==> config.mk <==
export PLATFORM = sky130hd
export DESIGN_NAME = spi_slave_core
export DESIGN_NICKNAME = d
export VERILOG_FILES = /design/src/rtl/spi_pkg.sv /design/src/rtl/spi_slave_core_in_sync.sv /design/src/rtl/spi_slave_core.sv
export SDC_FILE = /design/constraint.sdc
export NUM_CORES = 1
export LEC_CHECK = 0
export ABC_AREA = 0
export BUFFER_PORTS_ARGS = -buffer_cell sky130_fd_sc_hd__buf_2
export CAP_MARGIN = 10
export CORE_UTILIZATION = 50
export DETAILED_ROUTE_END_ITERATION = 6
export GPL_ROUTABILITY_DRIVEN = 1
export MAX_ROUTING_LAYER = met4
export PLACE_DENSITY = 0.69
export RECOVER_POWER = 50
export SLEW_MARGIN = 20
export SYNTH_ARGS = -nofsm -noshare
export SYNTH_HDL_FRONTEND = slang
export SYNTH_SLANG_ARGS = --single-unit
==> constraint.sdc <==
create_clock -name clk -period 2.21 [get_ports clk]
set_clock_uncertainty 0.1 [all_clocks]
set_input_delay 0.442 -clock clk [delete_from_list [all_inputs] [get_ports clk]]
set_output_delay 0.442 -clock clk [all_outputs]
set_load 0.02 [all_outputs]
==> src/rtl/spi_pkg.sv <==
// spi_pkg: shared types and helpers for the SPI slave core.
// Holds FSM encoding, SPI mode bundle, edge selection and underrun fill.
package spi_pkg;

    typedef enum logic [1:0] {
        IDLE = 2'd0,
        LOAD = 2'd1,
        XFER = 2'd2
    } spi_state_e;

    typedef struct packed {
        logic cpol;
        logic cpha;
    } spi_mode_t;

    localparam logic [7:0] TX_IDLE_DEF = 8'hFF;

    // Returns {sample, shift} strobes for the given mode.
    // Leading edge = SCK leaving its cpol idle level.
    function automatic logic [1:0] edge_sel(
        input spi_mode_t m,
        input logic      rise,
        input logic      fall
    );
        logic lead;
        logic trail;
        lead  = m.cpol ? fall : rise;
        trail = m.cpol ? rise : fall;
        return m.cpha ? {trail, lead} : {lead, trail};
    endfunction

endpackage

==> src/rtl/spi_slave_core_in_sync.sv <==
// spi_in_sync: synchronises cs/sck/mosi into clk and flags cs/sck edges.
// Ports: clk, rst_n, spi_cs/spi_sck/spi_mosi in; cs_s, edge pulses, mosi_s out.
module spi_in_sync #(
    parameter int SYNC_STAGES = 2
) (
    input  logic clk,
    input  logic rst_n,
    input  logic spi_cs,
    input  logic spi_sck,
    input  logic spi_mosi,
    output logic cs_s,
    output logic cs_rise,
    output logic cs_fall,
    output logic sck_rise,
    output logic sck_fall,
    output logic mosi_s
);

    logic [SYNC_STAGES-1:0] cs_q;
    logic [SYNC_STAGES-1:0] sck_q;
    logic [SYNC_STAGES-1:0] mosi_q;
    logic                   cs_d;
    logic                   sck_d;
    logic                   sck_s;

    // cs resets to the deselected level so no false fall follows reset.
    always_ff @(posedge clk or negedge rst_n) begin
        if (!rst_n) begin
            cs_q   <= '1;
            sck_q  <= '0;
            mosi_q <= '0;
            cs_d   <= 1'b1;
            sck_d  <= 1'b0;
        end else begin
            cs_q   <= {cs_q[SYNC_STAGES-2:0], spi_cs};
            sck_q  <= {sck_q[SYNC_STAGES-2:0], spi_sck};
            mosi_q <= {mosi_q[SYNC_STAGES-2:0], spi_mosi};
            cs_d   <= cs_s;
            sck_d  <= sck_s;
        end
    end

    assign cs_s     = cs_q[SYNC_STAGES-1];
    assign sck_s    = sck_q[SYNC_STAGES-1];
    assign mosi_s   = mosi_q[SYNC_STAGES-1];
    assign cs_rise  = cs_s & ~cs_d;
    assign cs_fall  = ~cs_s & cs_d;
    assign sck_rise = sck_s & ~sck_d;
    assign sck_fall = ~sck_s & sck_d;

endmodule

==> src/rtl/spi_slave_core.sv <==
// spi_slave_core: oversampling SPI slave, all cpol/cpha modes, 1-deep TX buffer.
// Ports: pads (spi_cs/sck/mosi/miso/miso_oe), mode (cpol/cpha), tx and rx
// valid/ready streams, busy. Optional rx_ovr/tx_urun with SPI_SLAVE_OVR_DET_EN.
module spi_slave_core
    import spi_pkg::*;
#(
    parameter int                    DATA_WIDTH  = 8,
    parameter int                    SYNC_STAGES = 2,
    parameter logic [DATA_WIDTH-1:0] TX_IDLE     = DATA_WIDTH'(TX_IDLE_DEF)
) (
    input  logic                  clk,
    input  logic                  rst_n,
    input  logic                  cpol,
    input  logic                  cpha,
    input  logic                  spi_cs,
    input  logic                  spi_sck,
    input  logic                  spi_mosi,
    output logic                  spi_miso,
    output logic                  spi_miso_oe,
    input  logic [DATA_WIDTH-1:0] tx_data,
    input  logic                  tx_valid,
    output logic                  tx_ready,
    output logic [DATA_WIDTH-1:0] rx_data,
    output logic                  rx_valid,
    input  logic                  rx_ready,
    output logic                  busy
`ifdef SPI_SLAVE_OVR_DET_EN
   ,output logic                  rx_ovr,
    output logic                  tx_urun
`endif
);

    localparam int CNT_W = $clog2(DATA_WIDTH);
    localparam logic [CNT_W-1:0] LAST = CNT_W'(DATA_WIDTH - 1);

    spi_state_e            state_q;
    spi_state_e            state_d;
    spi_mode_t             mode;
    logic                  cs_s;
    logic                  cs_rise;
    logic                  cs_fall;
    logic                  sck_rise;
    logic                  sck_fall;
    logic                  mosi_s;
    logic                  sample_e;
    logic                  shift_e;
    logic                  do_load;
    logic                  in_xfer;
    logic                  abort;
    logic                  word_done;
    logic                  reload;
    logic                  tx_accept;
    logic                  buf_valid;
    logic [DATA_WIDTH-1:0] tx_buf;
    logic [DATA_WIDTH-1:0] tx_word;
    logic [DATA_WIDTH-1:0] shifter;
    logic [DATA_WIDTH-2:0] rx_shift;
    logic [DATA_WIDTH-1:0] rx_word;
    logic [CNT_W-1:0]      bit_cnt;

    spi_in_sync #(
        .SYNC_STAGES(SYNC_STAGES)
    ) u_sync (
        .clk     (clk),
        .rst_n   (rst_n),
        .spi_cs  (spi_cs),
        .spi_sck (spi_sck),
        .spi_mosi(spi_mosi),
        .cs_s    (cs_s),
        .cs_rise (cs_rise),
        .cs_fall (cs_fall),
        .sck_rise(sck_rise),
        .sck_fall(sck_fall),
        .mosi_s  (mosi_s)
    );

    assign mode                = '{cpol: cpol, cpha: cpha};
    assign {sample_e, shift_e} = edge_sel(mode, sck_rise, sck_fall);

    always_ff @(posedge clk or negedge rst_n) begin
        if (!rst_n) state_q <= IDLE;
        else        state_q <= state_d;
    end

    always_comb begin
        state_d = state_q;
        unique case (state_q)
            IDLE:    if (cs_fall) state_d = LOAD;
            LOAD:    state_d = cs_rise ? IDLE : XFER;
            XFER:    if (cs_rise) state_d = IDLE;
            default: state_d = IDLE;
        endcase
    end

    always_comb begin
        do_load = 1'b0;
        in_xfer = 1'b0;
        abort   = 1'b0;
        unique case (state_q)
            LOAD: begin
                do_load = !cs_rise;
                abort   = cs_rise;
            end
            XFER: begin
                in_xfer = !cs_rise;
                abort   = cs_rise;
            end
            default: ;
        endcase
    end

    assign rx_word   = {rx_shift, mosi_s};
    assign word_done = in_xfer && sample_e && (bit_cnt == LAST);
    assign reload    = do_load || word_done;
    assign tx_word   = buf_valid ? tx_buf : TX_IDLE;
    assign tx_accept = tx_valid && !buf_valid;
    assign tx_ready  = !buf_valid;
    assign busy      = !cs_s;

    // Accept only into an empty buffer, so it never collides with a reload.
    always_ff @(posedge clk or negedge rst_n) begin
        if (!rst_n) begin
            buf_valid <= 1'b0;
            tx_buf    <= '0;
        end else begin
            if (reload && buf_valid) buf_valid <= 1'b0;
            if (tx_accept) begin
                tx_buf    <= tx_data;
                buf_valid <= 1'b1;
            end
        end
    end

    // cpha=0 puts the MSB out at load and pre-shifts; cpha=1 presents it
    // on the first leading edge. Reloads always present on the next shift edge.
    always_ff @(posedge clk or negedge rst_n) begin
        if (!rst_n) begin
            spi_miso    <= 1'b0;
            spi_miso_oe <= 1'b0;
            shifter     <= '0;
            rx_shift    <= '0;
            bit_cnt     <= '0;
        end else if (abort || state_q == IDLE) begin
            spi_miso    <= 1'b0;
            spi_miso_oe <= 1'b0;
            bit_cnt     <= '0;
        end else if (do_load) begin
            spi_miso_oe <= 1'b1;
            spi_miso    <= tx_word[DATA_WIDTH-1];
            shifter     <= cpha ? tx_word : {tx_word[DATA_WIDTH-2:0], 1'b0};
            bit_cnt     <= '0;
        end else if (in_xfer) begin
            if (sample_e) begin
                rx_shift <= rx_word[DATA_WIDTH-2:0];
                bit_cnt  <= word_done ? '0 : bit_cnt + 1'b1;
                if (word_done) shifter <= tx_word;
            end else if (shift_e) begin
                spi_miso <= shifter[DATA_WIDTH-1];
                shifter  <= {shifter[DATA_WIDTH-2:0], 1'b0};
            end
        end
    end

    always_ff @(posedge clk or negedge rst_n) begin
        if (!rst_n) begin
            rx_data  <= '0;
            rx_valid <= 1'b0;
        end else if (word_done) begin
            rx_data  <= rx_word;
            rx_valid <= 1'b1;
        end else if (rx_valid && rx_ready) begin
            rx_valid <= 1'b0;
        end
    end

`ifdef SPI_SLAVE_OVR_DET_EN
    always_ff @(posedge clk or negedge rst_n) begin
        if (!rst_n) begin
            rx_ovr  <= 1'b0;
            tx_urun <= 1'b0;
        end else begin
            rx_ovr  <= word_done && rx_valid;
            tx_urun <= reload && !buf_valid;
        end
    end
`endif

endmodule

### Yosys cells after proc, flatten, opt, wreduce, memory -nomap -nowiden

Index checks and enable logic that the tools add are counted.

| operators by class | value |
|---|---|
| bitwise gates (word level) | 10 |
| reductions and logical operators | 25 |
| multiplexer cells | 33 |
| add/subtract/negate cells | 1 |
| eq/ne operators | 7 |

Operators with widths:

| cell | number |
|---|---|
| two-way mux 8 bit | 7 |
| two-way mux 1 bit | 16 |
| two-way mux 3 bit | 5 |
| nonzero test 3 bit | 4 |
| two-way mux 2 bit | 4 |
| AND reduction 4 bit | 2 |
| nonzero test 2 bit | 4 |
| != test 3 x 1 -> 1 bit (second input constant) | 2 |
| NOT 1 bit | 6 |
| one-hot mux 2 bit (3 select lines) | 1 |
| logical AND 1 bit | 5 |
| bitwise AND 1 bit | 4 |
| != test 2 bit (second input constant) | 2 |
| AND reduction 2 bit | 2 |
| adder 3 x 1 -> 3 bit (second input constant) | 1 |
| equality test 3 bit (second input constant) | 1 |
| zero test 1 bit | 3 |
| AND reduction 3 bit | 1 |
| equality test 2 x 1 -> 1 bit (second input constant) | 1 |
| equality test 2 bit (second input constant) | 1 |
| zero test 2 bit | 1 |
| logical OR 1 bit | 2 |
| OR reduction 2 bit | 1 |

| storage, ports and cells | value |
|---|---|
| flip-flop bits (word level) | 48 |
| logic and storage cells | 91 |
| bits of input ports | 17 |

### Logic depth before layout (Yosys ltp)

| logic depth | value |
|---|---|
| depth in word-level cells | 11 |
| depth in mapped cells | 8 |
| depth with buffers taken out | 7 |

### Modules after synthesis

From an unflattened synthesis, not the netlist that was laid out.

| second synthesis, totals | value |
|---|---|
| cell total of the unflattened synthesis | 177 |
| area total of the unflattened synthesis | 2287.2 µm² |

Modules (own cells, without submodules):

| module | area each (µm²) | instances | cells each | sequential area each (µm²) |
|---|---|---|---|---|
| spi_slave_core | 2048.2 | 1 | 165 | 1001.0 |
| spi_in_sync | 239.0 | 1 | 12 | 203.9 |

### Worst setup path after synthesis

OpenSTA, ideal clock, no wires.

| path | value |
|---|---|
| path type | flip-flop to flip-flop |
| start | register state_q[0] |
| end | register shifter[6] |
| path slack | 0.302 ns |
| stages on the path, launching flop included | 8 |
| arrival | 1.716 ns |
| period minus slack after synthesis | 1.908 ns |
| library setup time | 0.092 ns |
| cells stage by stage | dfrtp_1 -> inv_1 -> ha_1 -> nor2_1 -> a2111oi_4 -> o31ai_4 -> buf_6 -> o31ai_2 |

| on the way | value |
|---|---|
| word-level cells in the longest chain between the ends | 6 |
| elaborated cells between the ends (all ways) | 16 |
| classes of those cells | eq/ne (3); mux (4); bitwise (1); reduce/logical (8) |

RTL lines:

| what | line | text |
|---|---|---|
| start: declaration | spi_slave_core.sv:36 | `spi_state_e state_q;` |
| start signal: assignment | spi_slave_core.sv:82 | `else state_q <= state_d;` |
| equality test 2 bit or equality test 2 x 1 -> 1 bit (tied branches) | spi_slave_core.sv:99 | `unique case (state_q)` |
| two-way mux 1 bit or OR reduction 2 bit (tied branches) | - |  |
| logical AND 1 bit or two-way mux 1 bit (tied branches) | spi_slave_core.sv:113, spi_slave_core.sv:99 |  |
| logical AND 1 bit or logical OR 1 bit (tied branches) | spi_slave_core.sv:113, spi_slave_core.sv:143 |  |
| != test 3 x 1 -> 1 bit (no line) or NOT 1 bit (tied branches) | - |  |
| AND reduction 4 bit (no line) | - |  |
| end signal: assignment | spi_slave_core.sv:150 | `shifter <= cpha ? tx_word : {tx_word[DATA_WIDTH-2:0], 1'b0};` |
| end signal: assignment | spi_slave_core.sv:156 | `if (word_done) shifter <= tx_word;` |
| end signal: assignment | spi_slave_core.sv:159 | `shifter <= {shifter[DATA_WIDTH-2:0], 1'b0};` |
| end: declaration | spi_slave_core.sv:56 | `logic [DATA_WIDTH-1:0] shifter;` |

Several ways; a longest one is shown, not always the timed one.
A chain may end at the register's enable or synchronous reset.

### Worst setup path in the final report

| path | value |
|---|---|
| start | register state_q[0] |
| end | register shifter[4] |

Same word-level chain as after synthesis.

==> flow_summary.yaml <==
final_layout:
  syn_to_final_growth_pct: 15.67
  regArea_um2: 1205
  utilization_pct: 60.99
  layout_common_cells: "dfrtp_1 (45), buf_2 (28), mux2_2 (22), nand2_1 (14), nor2_1 (11)"
  drive_above_1_share_pct: 35.24
  nets: 232
  multiInputGateArea_um2: 884.6
  final_common_cell: "dfrtp_1"
  diodes: 0
  n_fill_cell: 317
power_and_ir_drop:
  p_comb_share_pct: 32.0
  seqPwrFrac_pct: 47.8
  p_int_mw: 1.719
  power_switching_mw: 0.9011
  leakage_nw: 1.190
  sw_frac_of_total_pct: 34.40
  power_density_nw_per_um2: 1059
  vdd_drop_max_mv: 0.4403
  p_clk_share_pct: 20.2
worst_hold_path:
  min_to: "u_sync.cs_q[0]$_DFF_PN1_"
  hold_path_depth: 1
  hold_path_class: "input port to flop"
  min-delay-start: "spi_cs"
route:
  num_vias: 1408
  routed_wl_mm: 3.954
  detail_route.first_pass.iterations: 4
  routedWlPerCell_um: 15.21
  drt_iter0_markers: 77
  ant_nets: 0
  vias_per_cell: 5.415
  drcViolationCount: 0
placed_design:
  dpl.hpwl_mm: 2.935
  portBuffers: 29
  gp_congestion: 0.8051
logic_synthesis:
  ys_ff_latch: 48
  async_flop_share_pct: 100.0
  synth_top_family_by_area: "compound AO/OA/AOI/OAI gates"
  synthXorXnorAreaFrac_pct: 0.8187
  yosysUniqueCellTypes: 41
  syn_nets: 193
  synth_edf_count: 0
  synth_compound_area_share_pct: 14.04
  yosysWarnings: 0
  synth_ff_type: "dfrtp_1"
  seq_area_frac_synth_pct: 56.32
  avgSynthCellArea_um2: 12.59
  synth_fa_ha_area_share_pct: 3.509
  synthSimpleGateAreaFrac_pct: 9.123
  yosys-mux-area-fraction_pct: 13.74
  syn_inst: 170
  syn_area_um2: 2140
clock_network:
  cts_num_sinks: 48
  cts.htree.levels: 2
  path_clk_slew_ps: 90
  numCtsBuffers: 5
  clk_path_buf_depth: 2
  clock_latency_ps: 290
  tritoncts: "built"
  clock_tree.root_cell: "clkbuf_8"
worst_setup_path:
  worstPathRequired_ps: 2310
  end_kind: "flop"
  path_depth: 7
  rr_worst_depth: 7
  crit_type: "flop to flop"
  reg2reg_to: "shifter[4]$_DFFE_PN0P_"
  worstPathMaxFanout: 16
  worstPathCellList: "inv_1 > ha_2 > nor2_1 > a2111oi_4 > o31ai_4 > buf_12 > o31ai_1"
  r2r_setup_slack_ps: 160
  crit_slowest_cell: "dfrtp_1"
  crit_path_start_kind: "flop"
  timing.rr.start: "state_q[0]$_DFFE_PN0P_"
  critPathMaxStageDelay_ps: 420
  critPathTopFamily: "compound AO/OA/AOI/OAI gates"
  crit_buf_inv: 2
  critical_path_arrival_ps: 2150
sta:
  worstMarginPinSlew_ps: 888.4
  setup_tns_ps: 0
  slew_headroom_pct: 40.78
  finalCriticalPeriod_ps: 2045
  hold_viol: 0
  fmax_mhz: 488.9
  finalCritPeriodShare_pct: 92.55
  fin_hold_ws_ps: 139.1
  rsz0062_at_grt: "false"
  finalSetupViolations: 0
  drv_slew: 0
grt:
  grt-ovfl-total: 0
  antenna_found_initial: 0
  grt_pass1_vias: 1375
  grt_max_degree: 20
  globalRouteTotalUtil_pct: 20.33
  grt_pass1_wl_mm: 6.451
floorplan:
  start_util_pct: 52.73
  chipWidth_um: 67.42
  die_height_um: 67.42
  rows: 23
  io_pins: 30
  die_area_um2: 4545
  coreArea_um2: 4058
status:
  outcome: "completed"
flow_run:
  cap_viol_max_count: 0
how the worst max path moves through the flow:
stage / startpoint / end
final: state_q[0]$_DFFE_PN0P_ / shifter[4]$_DFFE_PN0P_
after global routing: state_q[1]$_DFFE_PN0P_ / shifter[4]$_DFFE_PN0P_
after detailed placement: state_q[0]$_DFFE_PN0P_ / shifter[3]$_DFFE_PN0P_
after CTS: state_q[0]$_DFFE_PN0P_ / shifter[4]$_DFFE_PN0P_
after global placement: cpha / rx_data[0]$_DFFE_PN0P_
after floorplan: state_q[0]$_DFFE_PN0P_ / shifter[6]$_DFFE_PN0P_
sequential cells by signal (all words and copies together) (netlist names):
register,flops
rx_shift,7
u_sync.cs_d,1
buf_valid,1
u_sync.mosi_q,2
shifter,8
tx_buf,8
state_q,2
bit_cnt,3
u_sync.sck_d,1
u_sync.cs_q,2
rx_valid,1
rx_data,8
spi_miso_oe,1
u_sync.sck_q,2
spi_miso,1
area by class of cell:
| class | count | area share (%) |
|---|---|---|
| tap | 50 | 2.528 |
| inverter | 9 | 1.365 |
| multi-input combinational | 110 | 35.74 |
| clock buffer | 7 | 3.488 |
| timing repair buffer | 35 | 7.887 |
| clock inverter | 1 | 0.3033 |
| sequential | 48 | 48.69 |
through the flow:
step	total power, mW	setup slack (ps)	area (um2)	instances
2_1_floorplan	1.865	302.2	2140	170
3_3_place_gp	2.056	164.9	2379	251
3_5_place_dp	2.107	94.16	2379	251
4_1_cts	2.643	73.05	2482	260
5_1_grt	2.792	39.22	2475	260
6_report	2.620	164.6	2475	260
worst reg2reg max path, cell delays in order, from the launching register on:
cell,delay [ps]
dfrtp_1,420
inv_1,110
ha_2,270
nor2_1,100
a2111oi_4,370
o31ai_4,160
buf_12,170
o31ai_1,250
metal layers:
| layer | routed length (um) | GRT usage [%] |
|---|---|---|
| met1 | 1760 | 25.11 |
| met2 | 1978 | 31.75 |
| met3 | 150 | 4.899 |
| met4 | 64 | 8.777 |
| met5 | 0 | - |
kinds of logic after synthesis:
logic type / count (synthesis)
compound gates: 37
xor+xnor: 2
fa+ha+maj: 6
buf+inv: 12
flops: 48
mux: 26
simple gates: 39
power groups by stage:
stage / Combinational [mW] / Sequential, mW / Clock, mW
after global placement: 0.808 / 1.25 / 0
final: 0.838 / 1.25 / 0.530
after CTS: 0.848 / 1.25 / 0.547
after floorplan: 0.637 / 1.23 / 0
after global routing: 0.926 / 1.28 / 0.588
after detailed placement: 0.841 / 1.27 / 0
synth_stat cells (all sizes together) (2+ instances only):
cell type  number  area [um2]
a21oi           5       28.78
o22ai          10       62.56
ha              6       75.07
mux2i           2       20.02
nand3           2       15.01
o21ai           3       15.01
clkbuf          2       7.510
inv             9       33.78
or3             3       18.77
mux2           24       274.0
o211ai          2       20.02
nor2           12       52.55
nand2          14       52.55
nand2b          3       18.77
o21a            2       15.01
dfrtp          45        1126
and3            2       12.51
o31ai           8       78.82
dfstp           3       78.83
what timing repair did:
action	CTS	global route
hold buffers	1	0
resized for setup	0	1
buffers inserted	0	0
setup endpoints to repair	0	2
hold endpoints to repair	12	0
Note: power is estimated with default switching activity, not from simulation.
